<file path="config.mk">
export PLATFORM = sky130hd
export DESIGN_NAME = fenotipo_carregador
export DESIGN_NICKNAME = d
export VERILOG_FILES = /design/src/rtl/genetico_pkg.sv /design/src/rtl/fenotipo_desempacota.sv /design/src/rtl/fenotipo_carregador.sv
export SDC_FILE = /design/constraint.sdc
export NUM_CORES = 1
export LEC_CHECK = 0
export ABC_AREA = 1
export ABC_CLOCK_PERIOD_IN_PS = 2300
export BUFFER_PORTS_ARGS = -buffer_cell sky130_fd_sc_hd__buf_2
export CAP_MARGIN = 20
export CORE_MARGIN = 4
export CORE_UTILIZATION = 59
export CTS_BUF_LIST = sky130_fd_sc_hd__clkbuf_4 sky130_fd_sc_hd__clkbuf_8
export DETAILED_ROUTE_END_ITERATION = 10
export HOLD_SLACK_MARGIN = 0.02
export PLACE_DENSITY = 0.83
export SKIP_LAST_GASP = 1
export SYNTH_ARGS = -nofsm -noshare
export SYNTH_HDL_FRONTEND = slang
export SYNTH_SLANG_ARGS = --single-unit
</file>
<file path="constraint.sdc">
create_clock -name clk -period 2.3 [get_ports clk]
set_input_delay 0.23 -clock clk [delete_from_list [all_inputs] [get_ports clk]]
set_output_delay 0.23 -clock clk [all_outputs]
set_load 0.1 [all_outputs]
</file>
<file path="src/rtl/genetico_pkg.sv">
// Shared defaults, chromosome size derivations and loader FSM states for the
// genetic-circuit configuration blocks.
package genetico_pkg;

  localparam int NUM_LES_DEF  = 9;
  localparam int LE_BITS_DEF  = 11;
  localparam int NUM_OUTS_DEF = 1;
  localparam int OUT_BITS_DEF = 4;
  localparam int WORD_W_DEF   = 16;

  function automatic int chromW(input int numLes, input int leBits,
                                input int numOuts, input int outBits);
    return numLes * leBits + numOuts * outBits;
  endfunction

  function automatic int numWords(input int chromBits, input int wordW);
    return (chromBits + wordW - 1) / wordW;
  endfunction

  localparam int CHROM_W_DEF = chromW(NUM_LES_DEF, LE_BITS_DEF, NUM_OUTS_DEF, OUT_BITS_DEF);
  localparam int NWORDS_DEF  = numWords(CHROM_W_DEF, WORD_W_DEF);

  typedef enum logic [1:0] {
    ST_IDLE = 2'd0,
    ST_LOAD = 2'd1,
    ST_PEND = 2'd2,
    ST_SWAP = 2'd3
  } state_t;

endpackage

</file>
<file path="src/rtl/fenotipo_desempacota.sv">
// Splits the active chromosome into per-LE configuration and output selector
// fields; purely combinational.
module fenotipo_desempacota
  import genetico_pkg::*;
#(
  parameter int NUM_LES  = NUM_LES_DEF,
  parameter int LE_BITS  = LE_BITS_DEF,
  parameter int NUM_OUTS = NUM_OUTS_DEF,
  parameter int OUT_BITS = OUT_BITS_DEF
) (
  input  logic [NUM_LES*LE_BITS+NUM_OUTS*OUT_BITS-1:0] i_active,
  output logic [NUM_LES*LE_BITS-1:0]                   o_confLes,
  output logic [NUM_OUTS*OUT_BITS-1:0]                 o_confOuts
);

  localparam int LES_W = NUM_LES * LE_BITS;
  localparam int OUTS_W = NUM_OUTS * OUT_BITS;

  assign o_confLes  = i_active[LES_W-1:0];
  assign o_confOuts = i_active[LES_W +: OUTS_W];

endmodule

</file>
<file path="src/rtl/fenotipo_carregador.sv">
// Double-buffered chromosome loader: words fill a shadow register, and the
// shadow is promoted to the active configuration only while the circuit is idle.
module fenotipo_carregador
  import genetico_pkg::*;
#(
  parameter int NUM_LES  = NUM_LES_DEF,
  parameter int LE_BITS  = LE_BITS_DEF,
  parameter int NUM_OUTS = NUM_OUTS_DEF,
  parameter int OUT_BITS = OUT_BITS_DEF,
  parameter int WORD_W   = WORD_W_DEF
) (
  input  logic                         clk,
  input  logic                         rst,
  input  logic                         word_valid,
  input  logic [WORD_W-1:0]            word_data,
  input  logic                         word_last,
  output logic                         word_ready,
  input  logic                         processing,
  input  logic                         abort,
  output logic [NUM_LES*LE_BITS-1:0]   conf_les,
  output logic [NUM_OUTS*OUT_BITS-1:0] conf_outs,
  output logic                         conf_valid,
  output logic                         load_done,
  output logic                         load_err
);

  localparam int CHROM_W = chromW(NUM_LES, LE_BITS, NUM_OUTS, OUT_BITS);
  localparam int NWORDS  = numWords(CHROM_W, WORD_W);
  localparam int CNT_W   = (NWORDS > 1) ? $clog2(NWORDS) : 1;

  state_t             r_state;
  logic [CNT_W-1:0]   r_wordCnt;
  logic [CHROM_W-1:0] r_shadow;
  logic [CHROM_W-1:0] r_active;
  logic               r_confValid;
  logic               r_loadDone;
  logic               r_loadErr;

  logic w_xfer;
  logic w_lastIdx;

  assign word_ready = !rst && ((r_state == ST_IDLE) || (r_state == ST_LOAD));
  assign w_xfer     = word_valid && word_ready;
  assign w_lastIdx  = (r_wordCnt == CNT_W'(NWORDS - 1));

  // Bits beyond CHROM_W in the final word have no destination and are dropped.
  always_ff @(posedge clk) begin
    if (rst) begin
      r_state     <= ST_IDLE;
      r_wordCnt   <= '0;
      r_shadow    <= '0;
      r_active    <= '0;
      r_confValid <= 1'b0;
      r_loadDone  <= 1'b0;
      r_loadErr   <= 1'b0;
    end else begin
      r_loadDone <= 1'b0;
      r_loadErr  <= 1'b0;
      case (r_state)
        ST_IDLE, ST_LOAD: begin
          if (abort && (r_state == ST_LOAD)) begin
            r_state   <= ST_IDLE;
            r_wordCnt <= '0;
            r_shadow  <= '0;
          end else if (w_xfer) begin
            for (int b = 0; b < CHROM_W; b++) begin
              if ((b / WORD_W) == int'(r_wordCnt)) r_shadow[b] <= word_data[b % WORD_W];
            end
            if (w_lastIdx && word_last) begin
              r_state   <= ST_PEND;
              r_wordCnt <= '0;
            end else if (w_lastIdx || word_last) begin
              r_state   <= ST_IDLE;
              r_wordCnt <= '0;
              r_shadow  <= '0;
              r_loadErr <= 1'b1;
            end else begin
              r_state   <= ST_LOAD;
              r_wordCnt <= r_wordCnt + 1'b1;
            end
          end
        end
        // A complete chromosome waits here until the circuit stops evaluating.
        ST_PEND: begin
          if (abort) begin
            r_state  <= ST_IDLE;
            r_shadow <= '0;
          end else if (!processing) begin
            r_state <= ST_SWAP;
          end
        end
        ST_SWAP: begin
          r_active    <= r_shadow;
          r_confValid <= 1'b1;
          r_loadDone  <= 1'b1;
          r_state     <= ST_IDLE;
        end
        default: r_state <= ST_IDLE;
      endcase
    end
  end

  assign conf_valid = r_confValid;
  assign load_done  = r_loadDone;
  assign load_err   = r_loadErr;

  fenotipo_desempacota #(
    .NUM_LES (NUM_LES),
    .LE_BITS (LE_BITS),
    .NUM_OUTS(NUM_OUTS),
    .OUT_BITS(OUT_BITS)
  ) uDesempacota (
    .i_active  (r_active),
    .o_confLes (conf_les),
    .o_confOuts(conf_outs)
  );

endmodule
</file>
==> impl_metrics.yaml, run 1 <==
floorplan:
  ioPinCount: 129
  die-area_sq_um: 17400
  row_count: 45
  chipWidth_um: 131.9
  core_sq_um: 15150
  die_h_um: 131.9
  start_util_pct: 59.79
synthesis:
  synth-seq-area-share_pct: 47.31
  ys_ff_latch: 214
  synth_top_area_share_pct: 47.31
  ys_types: 23
  synth_area_sq_um: 9056
  syn_inst: 1316
  synth_top_area_cell: "dfxtp_1"
  syn_avg_cell_area_sq_um: 6.882
  synth_fp_nets: 1343
  synth_warnings: 0
  synth.area.top_cells: "dfxtp_1 47%, nor2_1 15%, nand2_1 10%"
drt:
  route.detailed.drc: 0
  post_drt_via_cell_ratio: 5.056
  routed_wl_mm: 22.63
  drt_iter0_drc: 593
  vias: 8242
  wire_per_inst_um: 13.89
  antenna_left: 0
  drt_pass1_iterations: 6
worst_setup_path:
  critPathKind: "reg -> reg"
  arrival_ns: 2.46
  r2r_slack_ns: 0.28
  start_kind: "flop"
  path_max_fanout: 26
  worstPathRequired_ns: 2.75
  worstSetupEndpoint: "r_shadow[5]"
  reg2reg_depth: 10
  worst_setup_path_end_kind: "flop"
  crit_path_start: "r_wordCnt[0]"
  r2r-start: "r_wordCnt[0]"
  rr_endpoint: "r_shadow[5]"
clock_network:
  cts_root_buf: "clkbuf_8"
  hold_buffers: 0
  ctsResizeCount: 0
  clk_path_buf_depth: 3
  cts_tree: "yes"
  cts_setup_buffers: 0
  cts.clk_slew.worst_paths_ns: 0.06
  numClockSinks: 214
  clk_latency_ns: 0.52
  cts_buffers: 35
  h-tree-depth: 2
placed_design:
  portBuffers: 128
  post-dp-hpwl_mm: 14.08
  gp_congestion: 0.9014
timing:
  worstMarginPinSlew_ns: 0.5863
  slew_viol_final: 0
  rsz0062_at_grt: "false"
  fin_skew_ns: 0.02251
  setup_tns_ns: 0
  timing.final.crit_share_pct: 87.63
  fin_crit_ns: 2.016
  maxSlewHeadroom_pct: 60.91
  fmax_ghz: 0.4961
  setup_viol: 0
  hold_viol_final: 0
pwr:
  powerDensity_nw_per_um2: 886.7
  p_leak_nw: 5.320
  p_total_mw: 9.278
  ir_drop_mv: 0.4605
min_path:
  hp-class: "in -> reg"
cells_and_area:
  post_route_cells_drive_above_1_share_pct: 16.02
  syn2layout_area_growth_pct: 15.54
  seqCellArea_sq_um: 4284
  multiInputGateArea_sq_um: 3812
  nets: 1449
  n_fill_cell: 1302
  antennaDiodeCount: 0
outcome:
  status: "finished clean"
global_route:
  antenna_found_initial: 0
  first_global_vias: 7372
  grt_max_degree: 86
  grt.overflow.total: 0
  grt_pass1_wl_mm: 36.38
  track_usage_pct: 25.21
flow_run:
  cap_viol_max_count: 0
## worst min-delay path by stage
stage | slack (ns) | cells after the start | endpoint | from
after floorplan | 0.42 | 2 | load_err | word_valid
after global routing | 0.07 | 3 | load_err | word_valid
after global placement | 0.44 | 2 | r_active[59] | r_shadow[59]
after detailed placement | 0.44 | 2 | r_active[87] | r_shadow[87]
after CTS | 0.06 | 3 | load_err | word_valid
final | 0.09 | 2 | r_wordCnt[1] | rst
## cell type report
cell class / count / area share, %
Tap cell: 188 / 2.248
Timing Repair Buffer: 147 / 8.322
Sequential cell: 214 / 40.94
Clock inverter: 6 / 0.5261
Clock buffer: 51 / 6.349
Multi-Input combinational cell: 881 / 36.43
Inverter: 143 / 5.178
## worst max-delay path: stages (launching register included)
cell and delay, ns:
dfxtp_1 0.38, inv_1 0.10, ha_1 0.23, nand2_1 0.21, nand2_1 0.14, nand2_2 0.09, nand2_2 0.24, buf_12 0.26
nor2_1 0.10, nor2_1 0.07, nor2_1 0.12
## report_power, final
group	internal [mW]	total, mW	switching [mW]	leakage (nW)
logic	0.414	1.92	1.51	3.20
clock network	1.95	3.40	1.45	0.385
registers	3.87	3.95	0.0774	1.73
total	6.24	9.28	3.04	5.32
## sequential cells by signal, summed over array words and instances, names as in the netlist
name / cells
conf_valid: 1
load_done: 1
load_err: 1
r_active: 103
r_shadow: 103
r_state: 2
r_wordCnt: 3
## through the flow
stage | std cells | instance area, sq um | util, % | setup slack [ns] | hold slack, ns
5_1_grt | 1630 | 10460 | 69.09 | 0.06013 | 0.06913
6_report | 1630 | 10460 | 69.09 | 0.2844 | 0.08621
2_1_floorplan | 1316 | 9056 | - | 0.3910 | 0.4168
4_1_cts | 1630 | 10460 | 69.09 | 0.3176 | 0.06081
3_3_place_gp | 1573 | 9744 | 64.34 | 0.4352 | 0.4375
3_5_place_dp | 1573 | 9744 | 64.34 | 0.3581 | 0.4428
## cells in the final DEF (no fill, tap or decap), types with 2 or more instances in the layout
cell	Yosys	routed
buf_2	32	128
o21ai_0	112	112
nand2_1	246	246
clkbuf_4	0	6
nand2_2	5	5
inv_2	3	2
clkinv_2	0	5
nand3_4	6	6
inv_1	140	139
nor2_1	357	357
ha_1	5	5
inv_4	0	2
buf_12	0	7
or2_2	9	9
nand3_1	28	28
dfxtp_1	214	214
a21oi_1	108	108
clkbuf_8	0	45
buf_4	1	12
## routing by layer
| layer | up-vias | GRT usage, % | wire [um] |
|---|---|---|---|
| li1 | 4234 | - | - |
| met1 | 3656 | 31.91 | 9630 |
| met2 | 277 | 41.13 | 10480 |
| met3 | 75 | 5.992 | 1560 |
| met4 | 0 | 11.09 | 967 |
| met5 | - | 0 | 0 |
## synthesized netlist by cell type (all sizes together)
master and number:
inv 143, nand4 1, ha 5, dfxtp 214, buf 47, a21oi 108, or2 9, nor2 358
nand3 34, o211ai 1, nand2 252, clkbuf 31, o21ai 113
## kinds of logic after synthesis
kind of cell	after synthesis	share of synthesized area [%]
compound gates	222	12.42
flops	214	47.31
buf+inv	221	10.60
simple gates	654	28.99
fa+ha+maj	5	0.6908
No activity file was read; power rests on OpenSTA's default activity.
==> inputs of run 2 (changes only) <==
Settings changed: ABC_AREA 1 to 0, CORE_UTILIZATION 59 to 57, PLACE_DENSITY 0.83 to 0.82.
==> run 2 against run 1 <==
- critical path depth shrank 3
- utilization grew 2.0 points
- fmax shrank 3.2%
- global-route usage shrank 0.098 points
- flip-flop and latch count is the same
- first-iteration DRC count grew 5.1%
- clock skew shrank 0.0012 ns
- highest routed layer unchanged
==> impl_metrics.yaml, run 2 <==
synthesis:
  syn_avg_cell_area_sq_um: 9.538
  ys_types: 36
  synth_fp_nets: 802
  ys_ff_latch: 214
  synth_warnings: 0
  async_flop_share_pct: 0
  synth_area_sq_um: 7392
  syn_inst: 775
  synth.area.top_cells: "dfxtp_1 58%, a22o_1 12%, nand2_1 11%"
  synth-seq-area-share_pct: 57.96
  synth-main-ff-cell: "dfxtp_1"
  synth_most_common_cell: "dfxtp_1"
  synth_top_area_cell: "dfxtp_1"
  synthTopCellsByCount: "214 x dfxtp_1, 212 x nand2_1, 108 x a21oi_1"
  synth_edf_count: 0
  synth_top_area_share_pct: 57.96
floorplan:
  start_util_pct: 58.34
  core_sq_um: 12670
  ioPinCount: 129
  die-area_sq_um: 14850
  die_h_um: 121.9
  chipWidth_um: 121.9
  row_count: 41
pwr:
  powerDensity_nw_per_um2: 799.9
  p_leak_nw: 3.732
  p_total_mw: 7.200
  ir_drop_mv: 0.4108
flow_run:
  cap_viol_max_count: 0
global_route:
  grt_max_degree: 84
  grt.overflow.total: 0
  grt_pass1_wl_mm: 30.09
  track_usage_pct: 25.11
  first_global_vias: 5831
  antenna_found_initial: 1
worst_setup_path:
  arrival_ns: 2.54
  reg2reg_depth: 7
  r2r-start: "r_wordCnt[0]"
  path_max_fanout: 16
  r2r_slack_ns: 0.22
  crit_path_start: "r_wordCnt[0]"
  rr_endpoint: "r_shadow[38]"
  worst_setup_path_end_kind: "flop"
  start_kind: "flop"
  worstSetupEndpoint: "r_shadow[38]"
  critPathKind: "reg -> reg"
  worstPathRequired_ns: 2.76
clock_network:
  clk_path_buf_depth: 3
  h-tree-depth: 1
  cts.clk_slew.worst_paths_ns: 0.06
  numClockSinks: 214
  cts_setup_buffers: 0
  cts_tree: "yes"
  cts_buffers: 31
  clk_latency_ns: 0.54
  cts_root_buf: "clkbuf_8"
placed_design:
  pre_cts_slack_ns: 0.08905
  portBuffers: 128
  gp_congestion: 0.8902
  dp_cells: 1039
  post-dp-hpwl_mm: 12.09
  place_area_sq_um: 8187
timing:
  rsz0062_at_grt: "false"
  hold_viol_final: 0
  setup_viol: 0
  fin_ws_ns: 0.2189
  fmax_ghz: 0.4805
  fin_crit_ns: 2.081
  fin_skew_ns: 0.02128
  maxSlewHeadroom_pct: 53.89
  timing.final.crit_share_pct: 90.48
  slew_viol_final: 0
  worstMarginPinSlew_ns: 0.6894
  setup_tns_ns: 0
cells_and_area:
  final_cell_mix: "214 x dfxtp_1, 211 x nand2_1, 127 x buf_2"
  nets: 939
  post_route_cells_drive_above_1_share_pct: 23.37
  layout_commonest_cell: "dfxtp_1"
  n_fill_cell: 979
  syn2layout_area_growth_pct: 21.77
  reg_top3: "r_active x103, r_shadow x103, r_wordCnt x3"
  fin_area_sq_um: 9001
  stdcell_count: 1106
outcome:
  status: "finished clean"
drt:
  post_drt_via_cell_ratio: 5.522
  wire_per_inst_um: 17.01
  drt_pass1_iterations: 6
  vias: 6107
  drt_iter0_drc: 623
  routed_wl_mm: 18.81
  route.detailed.drc: 0
  antenna_left: 0
min_path:
  hold_start: "word_data[14]"
  hp-class: "in -> reg"
==> run 2: kinds of logic (layout without fill, tap and decap cells) <==
logic type	Yosys count	after routing	share of synthesized area, %
AND/OR/NAND/NOR	266	266	15.28
AO/OA/AOI/OAI	229	229	22.29
flip-flops	214	214	57.96
buffers and inverters	61	219	3.622
adder cells (fa/ha/maj)	5	5	0.8463
other	0	1	0
==> run 2: power by group <==
group | leakage (nW) | switching, mW | internal [mW]
registers | 1.72 | 0.0154 | 3.72
logic | 1.65 | 0.207 | 0.0958
clock network | 0.362 | 1.34 | 1.82
==> run 2: worst min-delay path by stage <==
stage | endpoint | slack [ns] | depth (start not counted)
6_report | r_shadow[78] | 0.05 | 2
4_1_cts | r_shadow[72] | 0.02 | 2
5_1_grt | r_shadow[72] | 0.03 | 2
3_5_place_dp | r_active[35] | 0.44 | 2
2_1_floorplan | r_shadow[100] | 0.36 | 1
3_3_place_gp | r_active[19] | 0.44 | 2
==> run 2: area by class of cell <==
type                            instances  area, sq um  share of cell area (%)
Clock buffer                           53        673.1                   7.478
Antenna cell                            1        2.502                 0.02780
Timing Repair Buffer                  160        938.4                   10.43
Multi-Input combinational cell        500         2864                   31.82
Tap cell                              172        215.2                   2.391
Inverter                                5        18.77                  0.2085
Clock inverter                          1        5.005                 0.05560
Sequential cell                       214         4284                   47.60
==> run 2: worst max-delay path: stages, from the launching register on <==
cell,delay [ns]
dfxtp_1,0.38
inv_1,0.10
ha_1,0.28
nand3b_1,0.16
buf_4,0.14
and4_1,0.26
and2_1,0.48
a22o_1,0.22
==> run 2: per-stage QoR <==
stage	hold WS [ns]	util (%)
2_1_floorplan	0.3557	-
3_3_place_gp	0.4394	64.61
3_5_place_dp	0.4439	64.61
4_1_cts	0.02344	70.91
5_1_grt	0.03330	71.04
6_report	0.04753	71.04
==> run 2: routing by layer <==
| metal | up-vias | share of wire (%) | global-route usage (%) |
|---|---|---|---|
| met4 | 0 | 2.6 | 9.524 |
| li1 | 2945 | - | - |
| met3 | 47 | 7.8 | 4.178 |
| met5 | - | 0 | 0 |
| met2 | 239 | 46 | 38.98 |
| met1 | 2876 | 44 | 35.36 |
==> run 2: what timing repair did <==
| action | 4_1_cts | 5_1_grt |
|---|---|---|
| resized for setup | 0 | 3 |
| hold endpoints to repair | 27 | 0 |
| hold buffers | 12 | 0 |
| setup endpoints to repair | 0 | 48 |
==> inputs of run 3 (changes only) <==
Settings changed: ABC_AREA 0 to default, CORE_ASPECT_RATIO from default to 0.6.
==> run 3 against run 2 <==
- the flow now finishes with violations (negative setup slack)
- flip-flop and latch count did not move
- non-clock buffer count fell by 12
- sequential share of layout area rose by 1.0 points
==> impl_metrics.yaml, run 3 (same netlist as run 2, synthesis figures left out) <==
floorplan:
  start_util_pct: 59.74
  chipWidth_um: 155.0
  die-area_sq_um: 14910
  row_count: 31
  core_sq_um: 12370
  ioPinCount: 129
  die_h_um: 96.21
pwr:
  p_leak_nw: 3.627
  ir_drop_mv: 0.4769
  powerDensity_nw_per_um2: 786.0
drt:
  routed_wl_mm: 19.83
  wire_per_inst_um: 18.31
  post_drt_via_cell_ratio: 5.734
  antenna_left: 0
  vias: 6210
  drt_iter0_drc: 588
  route.detailed.drc: 0
  drt_pass1_iterations: 5
timing:
  worstMarginPinSlew_ns: 1.044
  fin_crit_ns: 2.333
  setup_viol: 29
  hold_viol_final: 0
  fin_ws_ns: -0.03316
  rsz0062_at_grt: "true"
  maxSlewHeadroom_pct: 30.41
  fin_skew_ns: 0.01829
  slew_viol_final: 0
  timing.final.crit_share_pct: 101.4
  setup_tns_ns: -0.5538
  fmax_ghz: 0.4286
global_route:
  grt_max_degree: 106
  grt_pass1_wl_mm: 31.05
  grt.overflow.total: 0
  use_met2_pct: 37.17
  first_global_vias: 5774
  met1_usage_pct: 37.50
  busiest_layer: "met1"
  grt.met3_usage_pct: 9.164
  antenna_found_initial: 0
  track_usage_pct: 26.02
worst_setup_path:
  slowest_stage: "nor3_2"
  cpPeakStageDelay_ns: 0.83
  path_max_fanout: 16
  worst_setup_path_end_kind: "flop"
  start_kind: "flop"
  arrival_ns: 2.80
  cp_cell_sequence: "inv_1, ha_1, nand3b_1, nand2_2, nor3_2, a22o_1"
  worstPathRequired_ns: 2.77
  critPathKind: "reg -> reg"
clock_network:
  cts_tree: "yes"
  clk_path_buf_depth: 3
  cts_buffers: 28
  clk_latency_ns: 0.54
  cts_root_buf: "clkbuf_8"
  cts.clk_slew.worst_paths_ns: 0.07
  numClockSinks: 214
  h-tree-depth: 1
cells_and_area:
  finish.utilization_pct: 71.18
  multiInputGateArea_sq_um: 2851
  final_cell_mix: "214 x dfxtp_1, 211 x nand2_1, 127 x buf_2"
  layout_commonest_cell: "dfxtp_1"
  nets: 924
  syn2layout_area_growth_pct: 19.14
  n_fill_cell: 920
  reg_top3: "r_active x103, r_shadow x103, r_wordCnt x3"
  seqCellArea_sq_um: 4284
  post_route_cells_drive_above_1_share_pct: 22.46
min_path:
  hp-class: "in -> reg"
placed_design:
  pre_cts_slack_ns: 0.04529
  post-dp-hpwl_mm: 13.54
  portBuffers: 128
  gp_congestion: 0.9302
flow_run:
  cap_viol_max_count: 0
outcome:
  violations: "negative setup slack"
  status: "complete, but fails checks"
-- run 3: cell count changes in the layout (fill, tap and decap cells not counted), moves of 2 or more --
cell / change
nor3_2: +2
and2_2: +2
nor3_4: -2
dlygate4sd3_1: -3
buf_4: -10
clkinv_2: +3
clkbuf_8: -8
-- run 3: power breakdown --
group | internal [mW] | leakage (nW) | total, mW | switching [mW]
Sequential | 3.72 | 1.72 | 3.74 | 0.0168
Combinational | 0.0954 | 1.58 | 0.309 | 0.214
Clock | 1.56 | 0.320 | 2.87 | 1.31
Total | 5.38 | 3.63 | 6.92 | 1.54
-- run 3: critical path: cells and delay by family (launching register included) --
kind	cells	cell delay [ns]
compound gates	1	0.27
fa+ha+maj	1	0.29
simple gates	3	1.22
buf+inv	1	0.10
flops	1	0.39
-- run 3: path summary, 6_finish.rpt --
check               start             to  slack [ns]  cells past startpoint
max          r_wordCnt[0]   r_shadow[74]       -0.03                      6
min          word_data[5]  r_shadow[101]        0.05                      2
max reg2reg  r_wordCnt[0]   r_shadow[74]       -0.03                      6
min reg2reg  r_active[75]   r_active[75]        0.45                      2
-- run 3: metrics by stage --
step	hold WS (ns)	cells	area, sq um	total power [mW]
final	0.04921	1083	8807	6.922
after global routing	0.03602	1082	8805	7.142
after CTS	0.02673	1080	8762	6.940
after detailed placement	0.4430	1021	8082	4.093
after global placement	0.4395	1021	8082	4.082
after floorplan	0.3557	775	7392	3.986
-- run 3: area by class of cell --
type,instances,area share (%)
diodes,1,0.02841
clock buffers,46,6.478
clock inverters,4,0.2273
inverters,5,0.2131
multi-input cells,500,32.38
flip-flops and latches,214,48.64
well taps,165,2.344
repair buffers,148,9.689
-- run 3: routing by layer --
layer  vias to the layer above  wire length [um]
li1                       2908                 -
met1                      2948              9004
met2                       323              8146
met3                        31              2379
met4                         0               304
met5                         -                 0
-- run 3: repair_timing --
action,in CTS,in global routing
endpoints found under the hold margin,19,0
endpoints found under the setup margin,0,83
buffers inserted,0,2
gates resized for setup,0,2
hold buffers,9,0
